**src/rtl/key_event_detector.sv**
```systemverilog
// ---------------------------------------------------------------------------
// key_event_detector
//
// Turns a debounced, active-low key level into discrete key events: a press
// pulse, a release pulse, a long-press pulse once the key has been held for
// LONG_PRESS_CYCLES, and periodic auto-repeat pulses while it stays held.
// A running count of accepted presses is kept as well.
//
// Every output is taken straight from a flop, so an event sampled at one
// rising edge becomes visible in the cycle that follows that edge.
//
// Parameters
//   LONG_PRESS_CYCLES : cycles of continuous press before long_press (>= 2)
//   REPEAT_CYCLES     : cycles between auto-repeat pulses (>= 1)
//   COUNT_WIDTH       : width of press_count (>= 1), wraps silently
//
// Ports
//   clock         : single clock, rising edge active
//   reset         : asynchronous, active-high reset
//   key_n         : debounced key level, 0 = pressed, 1 = released
//   press_pulse   : one-cycle pulse per accepted press
//   release_pulse : one-cycle pulse per release of an accepted press
//   long_press    : one-cycle pulse when a press reaches LONG_PRESS_CYCLES
//   repeat_pulse  : one-cycle auto-repeat pulse during a long press
//   held          : level, high while a press is in progress
//   press_count   : running count of accepted presses
// ---------------------------------------------------------------------------
module key_event_detector #(
   parameter int LONG_PRESS_CYCLES = 25000000,
   parameter int REPEAT_CYCLES     = 5000000,
   parameter int COUNT_WIDTH       = 8
) (
   input  logic                   clock,
   input  logic                   reset,
   input  logic                   key_n,
   output logic                   press_pulse,
   output logic                   release_pulse,
   output logic                   long_press,
   output logic                   repeat_pulse,
   output logic                   held,
   output logic [COUNT_WIDTH-1:0] press_count
);

   // The hold timer has to be able to hold LONG_PRESS_CYCLES itself and the
   // repeat timer REPEAT_CYCLES, so neither can wrap while it is counting.
   localparam int HOLD_W = $clog2(LONG_PRESS_CYCLES + 1);
   localparam int REP_W  = $clog2(REPEAT_CYCLES + 1);

   // The hold timer is cleared on the press edge and reaches N at the N-th
   // following low sample, so the long press fires on the sample that sees
   // the timer at LONG_PRESS_CYCLES-1. The repeat timer works the same way
   // relative to the long-press edge.
   localparam logic [HOLD_W-1:0] HOLD_LAST = HOLD_W'(LONG_PRESS_CYCLES - 1);
   localparam logic [REP_W-1:0]  REP_LAST  = REP_W'(REPEAT_CYCLES - 1);

   // ARM is entered from reset and waits for the key to be seen released,
   // so a key that was held through reset never produces an event.
   typedef enum logic [1:0] {
      ARM       = 2'd0,
      IDLE      = 2'd1,
      PRESSED   = 2'd2,
      LONG_HELD = 2'd3
   } state_t;

   state_t                 state_q, state_d;
   logic [HOLD_W-1:0]      hold_q, hold_d;
   logic [REP_W-1:0]       rep_q, rep_d;
   logic [COUNT_WIDTH-1:0] count_q, count_d;
   logic                   press_q, press_d;
   logic                   release_q, release_d;
   logic                   long_q, long_d;
   logic                   repeat_q, repeat_d;
   logic                   held_q, held_d;

   // Next-state and next-output logic. Each state gives priority to a
   // release over the timers, which is what suppresses a long press or a
   // repeat that would land on the same edge as the release and keeps the
   // event pulses mutually exclusive.
   always_comb begin
      state_d   = state_q;
      hold_d    = hold_q;
      rep_d     = rep_q;
      count_d   = count_q;
      press_d   = 1'b0;
      release_d = 1'b0;
      long_d    = 1'b0;
      repeat_d  = 1'b0;

      case (state_q)
         ARM: begin
            if (key_n) begin
               state_d = IDLE;
            end
         end

         IDLE: begin
            if (!key_n) begin
               state_d = PRESSED;
               press_d = 1'b1;
               hold_d  = '0;
               count_d = count_q + COUNT_WIDTH'(1);
            end
         end

         PRESSED: begin
            if (key_n) begin
               state_d   = IDLE;
               release_d = 1'b1;
            end else begin
               hold_d = hold_q + HOLD_W'(1);
               if (hold_q == HOLD_LAST) begin
                  state_d = LONG_HELD;
                  long_d  = 1'b1;
                  rep_d   = '0;
               end
            end
         end

         LONG_HELD: begin
            if (key_n) begin
               state_d   = IDLE;
               release_d = 1'b1;
            end else if (rep_q == REP_LAST) begin
               repeat_d = 1'b1;
               rep_d    = '0;
            end else begin
               rep_d = rep_q + REP_W'(1);
            end
         end

         default: begin
            state_d = ARM;
         end
      endcase

      held_d = (state_d == PRESSED) || (state_d == LONG_HELD);
   end

   // State, timers, counter and registered outputs. Reset clears
   // everything immediately, aborting a press in progress without a
   // release pulse and sending the machine back to ARM.
   always_ff @(posedge clock or posedge reset) begin
      if (reset) begin
         state_q   <= ARM;
         hold_q    <= '0;
         rep_q     <= '0;
         count_q   <= '0;
         press_q   <= 1'b0;
         release_q <= 1'b0;
         long_q    <= 1'b0;
         repeat_q  <= 1'b0;
         held_q    <= 1'b0;
      end else begin
         state_q   <= state_d;
         hold_q    <= hold_d;
         rep_q     <= rep_d;
         count_q   <= count_d;
         press_q   <= press_d;
         release_q <= release_d;
         long_q    <= long_d;
         repeat_q  <= repeat_d;
         held_q    <= held_d;
      end
   end

   // Outputs come straight from the flops.
   assign press_pulse   = press_q;
   assign release_pulse = release_q;
   assign long_press    = long_q;
   assign repeat_pulse  = repeat_q;
   assign held          = held_q;
   assign press_count   = count_q;

endmodule

```
**config.mk**
```make
export PLATFORM = sky130hd
export DESIGN_NAME = key_event_detector
export DESIGN_NICKNAME = d
export VERILOG_FILES = /design/src/rtl/key_event_detector.sv
export SDC_FILE = /design/constraint.sdc
export NUM_CORES = 1
export LEC_CHECK = 0
export CORE_UTILIZATION = 49
export CTS_BUF_LIST = sky130_fd_sc_hd__clkbuf_16
export CTS_CLUSTER_SIZE = 10
export DETAILED_ROUTE_END_ITERATION = 8
export PLACE_DENSITY_LB_ADDON = 0.2
export SETUP_SLACK_MARGIN = 0.2
export SKIP_CTS_REPAIR_TIMING = 1
export SLEW_MARGIN = 20
export SYNTH_ARGS = -nofsm -noshare
export SYNTH_HDL_FRONTEND = slang
export SYNTH_SLANG_ARGS = --single-unit
export TNS_END_PERCENT = 50
```
**constraint.sdc**
```tcl
create_clock -name clock -period 3 [get_ports clock]
set_input_delay 0.6 -clock clock [delete_from_list [all_inputs] [get_ports clock]]
set_output_delay 0.6 -clock clock [all_outputs]
set_load 0.03 [all_outputs]
```
# --- After elaboration in Yosys (flattened, before gate mapping) ---
# Cells that the tools add are included.
word_totals:
  ff_bits: 63
  input_bits: 3
  output_inout_bits: 13
  word_cells: 56
classes:
  addsub: 3
  eq_ne: 11
  n_mux: 23
  bitwise_logic: 1
  reduce_logical: 9
ops:
  columns: ["operator", "n"]
  rows:
  - ["23-bit two-way mux", 4]
  - ["25-bit two-way mux", 2]
  - ["25-bit one-hot mux with 2 select lines", 1]
  - ["23-bit one-hot mux with 2 select lines", 1]
  - ["25-bit by 1-bit adder with 25-bit output, second input constant", 1]
  - ["25-bit == test, second input constant", 1]
  - ["23-bit by 1-bit adder with 23-bit output, second input constant", 1]
  - ["23-bit == test, second input constant", 1]
  - ["1-bit two-way mux", 10]
  - ["8-bit by 1-bit adder with 8-bit output, second input constant", 1]
  - ["2-bit == test, second input constant", 4]
  - ["2-bit two-way mux", 4]
  - ["2-bit inequality test, second input constant", 4]
  - ["2-bit one-hot mux with 3 select lines", 1]
  - ["4-bit AND reduction", 1]
  - ["2-bit nonzero test", 2]
  - ["2-bit OR reduction", 2]
  - ["3-bit AND reduction", 1]
  - ["2-bit by 1-bit == test with 1-bit output, second input constant", 1]
  - ["2-bit logical NOT", 1]
  - ["2-bit AND reduction", 1]
  - ["1-bit logical OR", 1]
  - ["1-bit NOT", 1]

# --- Logic depth before layout (Yosys ltp) ---
# Gate-level depths: netlist (run 1).
depth:
  ltp_word: 6
  ltp_mapped: 8
  mapped_depth_nobuf: 7

# --- Worst setup path before layout (run 1) ---
# Ideal clock, no wire load.
synth_timing:
  path_type: "input -> register"
  start: "in key_n"
  end: "reg hold_q[21]"
  setup_ns: 0.132
  arrival_time_ns: 2.064
  required_time_ns: 2.868
  slack_ns: 0.804
  cell_stages: 7
  path_buffers: 2
  cell_sequence: "clkbuf_1 o21bai_1 or4_1 clkbuf_1 nor4_1 xnor2_1 nor2_1"
synth_via:
  elab_chain_cells: 2
  word_cells_on_any_way: 3
  classes_between: "eq/ne: 2; reduce/logical: 1"
synth_rtl:
  columns: ["element", "line_no", "source"]
  rows:
  - ["start: declaration", "35", "input logic key_n,"]
  - ["2-bit inequality test (no line)", null, null]
  - ["3-bit AND reduction (no line) (*)", null, null]
  - ["end signal: assignment", "155", "hold_q <= hold_d;"]
  - ["end: declaration", "66", "logic [HOLD_W-1:0] hold_q, hold_d;"]
# Mark *: on every way between the ends. The rest lies on a longest branch, timed or not.
# A chain may end at the register's enable or synchronous reset.

# --- Worst setup path in the final report (run 1) ---
layout_timing:
  start: "reg rep_q[15]"
  end: "reg rep_q[18]"
layout_via:
  elab_chain_cells: 4
  word_cells_on_any_way: 5
  classes_between: "add/sub: 1; eq/ne: 1; mux: 3"
layout_rtl:
  columns: ["element", "line_no", "source"]
  rows:
  - ["start: declaration", "67", "logic [REP_W-1:0] rep_q, rep_d;"]
  - ["start signal: assignment", "156", "rep_q <= rep_d;"]
  - ["23-bit by 1-bit adder with 23-bit output or 23-bit == test (tied branches)", "127, 123", null]
  - ["23-bit two-way mux (*)", "123", "end else if (rep_q == REP_LAST) begin"]
  - ["23-bit two-way mux (*)", "120", "if (key_n) begin"]
  - ["23-bit one-hot mux with 2 select lines (*)", "89", "case (state_q)"]
# Mark *: on every way between the ends. The rest lies on a longest branch, timed or not. The select of a mux whose other input is x is not followed.

==> results of run 1 <==
[cells in the mapped netlist, types with 4 or more instances]
| library cell | number |
|---|---|
| clkbuf_1 | 12 |
| and4_1 | 7 |
| o21ai_0 | 24 |
| nor3_1 | 16 |
| or4_1 | 7 |
| and3_1 | 4 |
| dfrtp_1 | 62 |
| nor2_1 | 29 |
| a31oi_1 | 8 |
| ha_1 | 6 |
| nand2_1 | 26 |
| inv_1 | 14 |
| nand3_1 | 28 |
| a21oi_1 | 10 |
| xnor2_1 | 21 |
| or3_1 | 6 |
| xor2_1 | 6 |
| o211ai_2 | 7 |
| nand4_1 | 13 |
| nor4_1 | 11 |
[through the flow]
stage	total power [mW]	std cells	setup WS [ps]	utilization
finish	2.59	482	542	0.580
global route	2.71	482	397	0.580
CTS	2.61	482	543	0.580
detailed placement	1.70	467	289	0.542
global placement	1.69	467	371	0.542
floorplan	1.50	363	804	-
[metal layers]
layer  track usage  part of all wire  routed length, um
met1         0.310              0.49               3560
met5             0                 0                  0
met3        0.0529             0.044                319
met4        0.0606             0.011                 80
met2         0.323              0.46               3320
[cells by family (layout without fill, tap and decap cells)]
group                    Yosys count  in the layout  share of synthesized area
buffers and inverters             30             53                     0.0432
multiplexers                       1              1                    0.00327
adder cells (fa/ha/maj)            6              6                     0.0218
AO/OA/AOI/OAI                     77             77                      0.162
AND/OR/NAND/NOR                  160            160                      0.251
XOR/XNOR                          27             27                     0.0687
flip-flops                        62             62                      0.451
[power by group through the flow]
| stage | Sequential (mW) | Combinational, mW | Clock (mW) |
|---|---|---|---|
| 2_1_floorplan | 1.13 | 0.374 | 0 |
| 3_3_place_gp | 1.08 | 0.607 | 0 |
| 3_5_place_dp | 1.08 | 0.617 | 0 |
| 4_1_cts | 1.07 | 0.625 | 0.916 |
| 5_1_grt | 1.09 | 0.674 | 0.946 |
| 6_report | 1.07 | 0.620 | 0.895 |
[worst max-delay path: cells and delay by family, from the launching register on]
kind	cells	cell delay (ps)
and+or+nand+nor	2	1110
AOI/OAI and AO/OA	3	600
DFF	1	440
buffers and inverters	1	200
[placed cells by master (no fill, tap or decap), drive strengths merged, types with 10 or more instances in the layout]
cell	n
nand3	30
nor4	11
inv	15
nand4	13
o211ai	10
dfrtp	62
clkdlybuf4s50	15
o21ai	27
nor3	16
nand2	27
nor2	29
a21oi	11
xnor2	21
[sequential cells by signal, indices dropped and copies added, names as in the netlist]
signal	count
rep_q	23
long_press	1
state_q	1
press_count	8
hold_q	25
held	1
press_pulse	1
release_pulse	1
repeat_pulse	1
[cell type report]
cell class              count  area (um^2)  share of cell area
multi-input cells         271         1740               0.442
flip-flops and latches     62         1550               0.394
clock buffers               9          225              0.0571
repair buffers             24          218              0.0552
well taps                  96          120              0.0305
inverters                  14         52.6              0.0133
clock inverters             6         31.3             0.00794
[worst max-delay path by stage]
stage                                   to  slack [ps]  cells past startpoint
floorplan           hold_q[21]$_DFFE_PP0P_         800                      7
finish               rep_q[18]$_DFFE_PP0P_         540                      6
global placement    hold_q[22]$_DFFE_PP0P_         370                      7
global route         rep_q[21]$_DFFE_PP0P_         400                      7
CTS                  rep_q[18]$_DFFE_PP0P_         540                      6
detailed placement   rep_q[21]$_DFFE_PP0P_         290                      7
==> out/metrics.csv, run 1 <==
stage,metric,value,unit
run_status,status,finished clean,
setup_path,Critical Path Max Stage Delay,570,ps
timing,Max Fclk,0.407,GHz
logic_synthesis,fraction of registers with async set/reset,1.00,
setup_path,crit end category,flop,
placement,hpwl dp,4.86,mm
logic_synthesis,synthesized instance count,363,
timing,Slew HR,0.579,
clock_network,worst skew pair latency,320,ps
clock_network,cts bufs inserted,9,
timing,setup TNS,0,ps
floorplan,Starting Density,0.507,
min_path,worst hold path cell count,1,
setup_path,kind of critical path,reg -> reg,
setup_path,reg2reg setup slack,540,ps
logic_synthesis,unique cell type count in the Yosys netlist,54,
logic_synthesis,post-synthesis sequential area ratio,0.451,
clock_network,H-tree levels,3,
setup_path,worst-path cell chain,or4b_1 -> or4_4 -> o21ba_1 -> buf_4 -> a311oi_2 -> o21bai_1,
routing,Residual DRC,0,
logic_synthesis,post-synth top area cell,dfrtp_1,
finish,Layout area overhead,14.5,%
logic_synthesis,syn avg cell area,9.49,um^2
logic_synthesis,synth warn,0,
placement,Post-DP Area,3680,um^2
grt,total congestion overflow,0,
timing,setup violators final,0,
timing,Worst Max-Slew Pin Slew,630,ps
logic_synthesis,Post-synth EDFFs,0,
timing,crit path time final,2460,ps
timing,unrepaired setup endpoints after global routing,false,
power,Leak Pwr,1.59,nW
setup_path,CP Launch Point,rep_q[15]$_DFFE_PP0P_,
grt,initial antenna violation count,0,
timing,count of pins over their slew limit,0,
routing,DR iter-0 viols,133,
placement,GPL Wtd Cong,0.771,
setup_path,WP data required,3210,ps
power,Clk pwr share,0.346,
power,Seq pwr share,0.414,
setup_path,Worst R2R Start,rep_q[15]$_DFFE_PP0P_,
routing,drt pass-1 iters,4,
min_path,worst hold endpoint,press_count[7]$_DFFE_PP0P_,
finish,Layout Nets,391,
routing,vias per std cell,5.86,
setup_path,Worst Path Arrival,2670,ps
logic_synthesis,Area contributors post-synth,"dfrtp_1 (45%), xnor2_1 (5.3%), nand3_1 (4.1%)",
routing,via count,2823,
power,Cell Int Power,1.73,mW
power,Max VDD drop,0.000404,V
grt,gr usage total,0.215,
finish,post-route design area,3940,um^2
clock_network,"Reg clk slew, reported paths",50,ps
setup_path,slowest CP cell,or4b_1,
placement,IO buf count,15,
clock_network,Sink Count,62,
floorplan,Die Y,85.8,um
floorplan,row count,30,
logic_synthesis,Synth top area share,0.451,
power,Net Sw Frac,0.330,
timing,final hold slack,471,ps
setup_path,CP max FO,8,
min_path,Min-Delay Path Class,reg -> reg,
timing,clk_skew,6.61,ps
grt,first-pass GRT wire length,12.4,mm
setup_path,R2R depth,6,
power,Power Dens Cells,656,nW/um^2
finish,share of cells above drive strength 1,0.117,
job,Max-Cap Viols,0,
logic_synthesis,"Top FF cell, synth",dfrtp_1,
logic_synthesis,post-synthesis net count,372,
clock_network,Root Driver,clkbuf_16,
logic_synthesis,Synth Cell Area,3440,um^2
floorplan,die width,85.8,um
grt,largest net degree at the start of global routing,31,
routing,DRT Wirelength,7.28,mm
grt,vias in the first global route,2558,
floorplan,Core ar.,6790,um^2
routing,WL per Instance,15.1,um
floorplan,I/O Pins,16,
setup_path,r2r endpoint,rep_q[18]$_DFFE_PP0P_,
finish,Fillers,607,
clock_network,clk buf depth,2,
clock_network,CTS tree,yes,
power,Comb power frac,0.240,
timing,Fin. Hold Viols,0,
finish,# diodes,0,
setup_path,CP Launch Type,flop,
power,Net Sw Power,854,uW
routing,ANT nets after route,0,
logic_synthesis,Synth Register Bits,62,
timing,Tcrit/Tclk final,0.819,
floorplan,Die ar.,7370,um^2
min_path,hold path start,press_count[7]$_DFFE_PP0P_,
Power figures use the tool's default switching activity.
==> inputs of run 2 (changes only) <==
==> constraint.sdc (replaced) <==
create_clock -name clock -period 2.1 [get_ports clock]
set_input_delay 0.42 -clock clock [delete_from_list [all_inputs] [get_ports clock]]
set_output_delay 0.42 -clock clock [all_outputs]
set_load 0.03 [all_outputs]
==> out/metrics.csv, run 2 (synthesis results as in run 1) <==
stage,metric,value,unit
run_status,status,finished with violations,
run_status,failing checks,negative setup slack,
power,Max VDD drop,0.000471,V
clock_network,"Reg clk slew, reported paths",50,ps
placement,Post-DP Area,4200,um^2
clock_network,H-tree levels,3,
timing,setup violators final,20,
grt,first-pass GRT wire length,13.2,mm
timing,Fin. Hold Viols,0,
finish,"non-filler cells, final",534,
routing,WL per Instance,14.9,um
power,Power Dens Cells,884,nW/um^2
setup_path,r2r endpoint,rep_q[11]$_DFFE_PP0P_,
setup_path,WP depth,6,
placement,Placement Setup Slack,-163,ps
placement,placed cell count,515,
power,Clk pwr share,0.344,
finish,Multi-input gate area,1950,um^2
finish,max FFs per register,25,
finish,FF+latch area,1550,um^2
routing,Residual DRC,0,
floorplan,die width,85.8,um
power,total power,4.09,mW
routing,ANT nets after route,0,
routing,DRT Wirelength,7.97,mm
routing,vias per std cell,5.61,
grt,largest net degree at the start of global routing,63,
clock_network,Sink Count,62,
setup_path,crit end category,flop,
setup_path,Worst R2R Start,rep_q[10]$_DFFE_PP0P_,
timing,crit path time final,2190,ps
power,Net Sw Power,1.31,mW
timing,Tcrit/Tclk final,1.04,
finish,Layout Nets,442,
setup_path,Worst Path Arrival,2390,ps
setup_path,CP max FO,7,
placement,IO buf count,15,
grt,GR Util met1,0.321,
grt,grt met2 use,0.364,
power,Comb power frac,0.288,
finish,Layout area overhead,34.5,%
floorplan,Die ar.,7370,um^2
setup_path,crit path capture,rep_q[11]$_DFFE_PP0P_,
setup_path,reg2reg setup slack,-90,ps
clock_network,CTS tree,yes,
routing,via count,2995,
setup_path,kind of critical path,reg -> reg,
power,Leak Pwr,1.97,nW
finish,"most common cell after layout, fill and taps aside",dfrtp_1,
power,Cell Int Power,2.78,mW
grt,initial antenna violation count,0,
timing,count of pins over their slew limit,0,
floorplan,Die Y,85.8,um
timing,final worst setup slack,-92.8,ps
grt,busiest grt layer,met2,
clock_network,worst skew pair latency,320,ps
setup_path,CP top delay family,simple AND/OR/NAND/NOR gates,
setup_path,CP Launch Point,rep_q[10]$_DFFE_PP0P_,
routing,DR iter-0 viols,151,
grt,total congestion overflow,0,
finish,# diodes,0,
setup_path,slowest CP cell,or4_4,
grt,gr usage total,0.228,
timing,final hold slack,491,ps
timing,Slew HR,0.573,
clock_network,clk buf depth,2,
setup_path,WP data required,2290,ps
setup_path,R2R depth,6,
timing,unrepaired setup endpoints after global routing,true,
placement,hpwl dp,5.35,mm
timing,clk_skew,5.22,ps
min_path,Min-Delay Path Class,reg -> reg,
power,Seq pwr share,0.368,
floorplan,Core ar.,6790,um^2
grt,vias in the first global route,2717,
setup_path,buffers plus inverters on the worst setup path,1,
floorplan,I/O Pins,16,
setup_path,Critical Path Max Stage Delay,540,ps
clock_network,cts bufs inserted,9,
setup_path,CP Launch Type,flop,
setup_path,worst-path cell chain,or4_4 -> or4_4 -> o21ba_4 -> nand2_8 -> buf_12 -> o221ai_2,
floorplan,Starting Density,0.507,
clock_network,Root Driver,clkbuf_16,
finish,share of cells above drive strength 1,0.274,
floorplan,row count,30,
placement,GPL Wtd Cong,0.816,
setup_path,Worst path most repeated cell,or4_4,
timing,Worst Max-Slew Pin Slew,634,ps
timing,Max Fclk,0.456,GHz
finish,largest register by flop count,hold_q,
finish,"commonest non-fill, non-tap cells in the layout","dfrtp_1 (61), buf_4 (52), nor2_1 (29), nand2_1 (26), nand3_1 (26)",
grt,grt met3 use,0.0491,
power,Net Sw Frac,0.320,
finish,Fillers,518,
routing,drt pass-1 iters,4,
finish,post-route design area,4630,um^2
job,Max-Cap Viols,0,
==> run 2: cell types whose count changed in the layout (fill, tap and decap cells not counted), moves of 4 or more <==
cell | before | now
nor3_1 | 16 | 11
buf_12 | 0 | 5
nor4_1 | 11 | 6
nor3_2 | 0 | 4
buf_4 | 9 | 52
==> run 2: through the flow <==
| stage | TNS (ps) | utilization |
|---|---|---|
| 2_1_floorplan | -707 | - |
| 3_3_place_gp | -2470 | 0.618 |
| 3_5_place_dp | -2900 | 0.618 |
| 4_1_cts | -1570 | 0.660 |
| 5_1_grt | -2030 | 0.682 |
| 6_report | -1020 | 0.682 |
==> run 2: worst min path at each step <==
stage / startpoint / to / slack, ps / cells after the start
after floorplan: rep_q[0]$_DFFE_PP0P_ / rep_q[0]$_DFFE_PP0P_ / 470 / 1
after global placement: press_count[7]$_DFFE_PP0P_ / press_count[7]$_DFFE_PP0P_ / 460 / 1
after detailed placement: press_count[5]$_DFFE_PP0P_ / press_count[5]$_DFFE_PP0P_ / 480 / 1
after CTS: press_count[5]$_DFFE_PP0P_ / press_count[5]$_DFFE_PP0P_ / 490 / 1
after global routing: press_count[5]$_DFFE_PP0P_ / press_count[5]$_DFFE_PP0P_ / 510 / 1
final: press_count[5]$_DFFE_PP0P_ / press_count[5]$_DFFE_PP0P_ / 490 / 1
==> run 2: final cells by class <==
type | count | area share
Multi-Input combinational cell | 272 | 0.421
Sequential cell | 62 | 0.335
Timing Repair Buffer | 74 | 0.144
Clock buffer | 9 | 0.0486
Tap cell | 96 | 0.0259
Clock inverter | 7 | 0.0127
Inverter | 14 | 0.0122
==> run 2: routing by layer <==
metal  wire (um)  part of all wire
met5           0                 0
met2        3690              0.46
met1        4010              0.50
met4          35            0.0044
met3         234             0.029
==> run 2: worst register-to-register path, cell delays in order (launching register included) <==
cell and delay [ps]:
dfrtp_1 370, or4_4 530, or4_4 540, o21ba_4 280, nand2_8 120, buf_12 130, o221ai_2 100
==> run 2: power groups by stage <==
stage | sequential [mW] | combinational (mW) | clock (mW)
after global placement | 1.52 | 1.12 | 0
after global routing | 1.53 | 1.29 | 1.48
after CTS | 1.51 | 1.16 | 1.43
final | 1.51 | 1.18 | 1.41
after detailed placement | 1.53 | 1.15 | 0
after floorplan | 1.62 | 0.582 | 0
==> RTL change, RTL diff (settings of run 1) <==
The parameter `LONG_PRESS_CYCLES` goes from 25000000 to 6250000.
--- a/src/rtl/key_event_detector.sv
+++ b/src/rtl/key_event_detector.sv
@@ -27,5 +27,5 @@
 // ---------------------------------------------------------------------------
 module key_event_detector #(
-   parameter int LONG_PRESS_CYCLES = 25000000,
+   parameter int LONG_PRESS_CYCLES = 6250000,
    parameter int REPEAT_CYCLES     = 5000000,
    parameter int COUNT_WIDTH       = 8
Check against the original RTL: same outputs for any inputs over 10 cycles, from zero or initial values and one cycle with reset high; that may be too few to reach the edited logic, so the function may still have changed.
==> RTL change against run 1 <==
Area after synthesis fell by 6.0%; total power is 3.8% higher; sequential power fell by 9%; highest routed layer unchanged; final cell count is 6.0% lower; setup slack worse by 0.084 ns; core utilization increased by 2.5 points; fmax fell by 3.3%; sequential cell count fell by 2; wire length decreased by 0.30%; design area fell by 2.5%.
==> RTL change: results (changes against run 1) <==
- Data arrival time at the worst-slack endpoint: 2.79 ns (+0.12 ns)
* Count of multi-input gates: 265 (-2.2%)
* Worst-case clock skew: 0.005048 ns (-0.001566 ns)
- Pre-CTS setup slack: 0.4086 ns (+0.1198 ns)
- Slowest Stage Delay on Critical Path: 0.50 ns (-0.07 ns)
- Dpl cell area: 3502 µm² (-5.0%)
- Number of flip-flops and latches: 60 (-3.2%)
* Number of standard cells in the final layout excluding fillers: 453 (-6.0%)
- Via count normalized by instance count: 6.108 (+4.3%)
- The synthesized net count was 355 (-4.6%).
* Met2 layer wire length in the routed design: 3234 µm (-2.7%)
- DRT met1 WL: 3593 µm (+0.96%)
* Largest fanout of any net on the critical path: 18 (+10)
- The sequential share of the synthesized area came to 46.37% (+1.3 points).
- The fraction of standard cell area in multi-input logic is 42.84% (-1.4 points).
- Last weighted congestion value of the routability-driven placer: 0.8348 (+8.2%)
- The run finished with clean final reports.
- Std-Cell Rows: 29 (-3.3%)
- The fraction of final layout cells sized beyond drive strength 1 is 9.043% (-2.6 points).
- The setup slack of the worst register-to-register path came to 0.46 ns (-0.08 ns).
- The layout inverter count without the clock tree came to 11 (-3).
- Tightest Pin Transition: 0.7765 ns (+0.1460 ns)
- Largest vdd supply drop: 0.0004917 V (+22%)
* Total GRT Usage: 22.55% (+1.0 points)
- The count of unique library cells instantiated by Yosys is 50 (-7.4%).
- Sequential cell area: 1501 µm² (-3.2%)
* Count of TritonRoute iterations in the first routing pass: 5 (+1)
* DRT iter0 DRCs: 246 (+85%)
* Vias in the first global route: 2605 (+1.8%)
* Nets: 380 (-2.8%)
- Clock share of power: 44.1% (+9.5 points)
* Switching power total: 783.3 µW (-8.3%)
- Power dissipated in sequential cells: 974 µW (-9%)
- The routing usage on met3 was 3.380% (-1.9 points).
- Post-Route Hold Slack: 0.4729 ns (+0.001891 ns)
* Register share of the cell area: 39.06% (-0.30 points)
- Global routing met1 resource utilization: 32.57% (+1.5 points)
- The estimated wirelength of the detail-placed design came to 4988 µm (+2.6%).
* Count of placed standard cells including taps: 437 (-6.4%)
- The async set-reset flop share out of synthesis was 100.0% (unchanged).
- The first-pass GRT wire length was 12400 µm (about the same).
- Post-Synthesis Cells: 346 (-4.7%)
- The global-route met2 utilization came to 33.53% (+1.2 points).
* Average wire per cell in the routed design: 16.03 µm (+6.1%)
* Leading cell types by count after synthesis: dfrtp_1, nor2_1, nand2_1
- The non-clock buffer contribution to total cell area is 5.664% (+0.14 points).
* Cell types with the largest area share after synthesis: dfrtp_1, nor2_1, nand2_1
- Fillers: 517 (-15%)
* Worst hold path startpoint: press_count[7]
- Endpoint of the most critical register-to-register path: rep_q[20]
- The leakage power of the design came to 0.001619 µW (+2.1%).
- The maximum number of pins on one net before global-route repair was 37 (+19%).
[RTL change: changes by cell type in the layout (fill, tap and decap cells not counted), sizes merged, moves of 5 or more]
| cell | delta |
|---|---|
| o21ai | -11 |
| nor3 | -10 |
| o211ai | -10 |
| nand3 | -9 |
| nor2 | +9 |
| xnor2 | -9 |
| a211o | +8 |
| nand2 | +8 |
| a22o | +7 |
| and3 | +7 |
| or4 | -6 |
| inv | -5 |
[RTL change: how the worst max path moves through the flow]
stage	start	to	slack (ns)	cells past startpoint
final	state_q[0]	rep_q[20]	0.46	7
after global routing	state_q[0]	rep_q[20]	0.28	7
after CTS	state_q[0]	rep_q[20]	0.40	7
after detailed placement	state_q[0]	rep_q[20]	0.41	7
after global placement	hold_q[6]	rep_q[20]	0.48	5
after floorplan	held	rep_q[9]	0.42	9
[RTL change: cell families after synthesis]
group	after synthesis	synth area share, %
compound gates	73	15.96
xor+xnor	22	5.950
fa+ha+maj	6	2.318
buf+inv	21	2.821
flops	60	46.37
mux	3	0.9660
simple gates	161	25.62
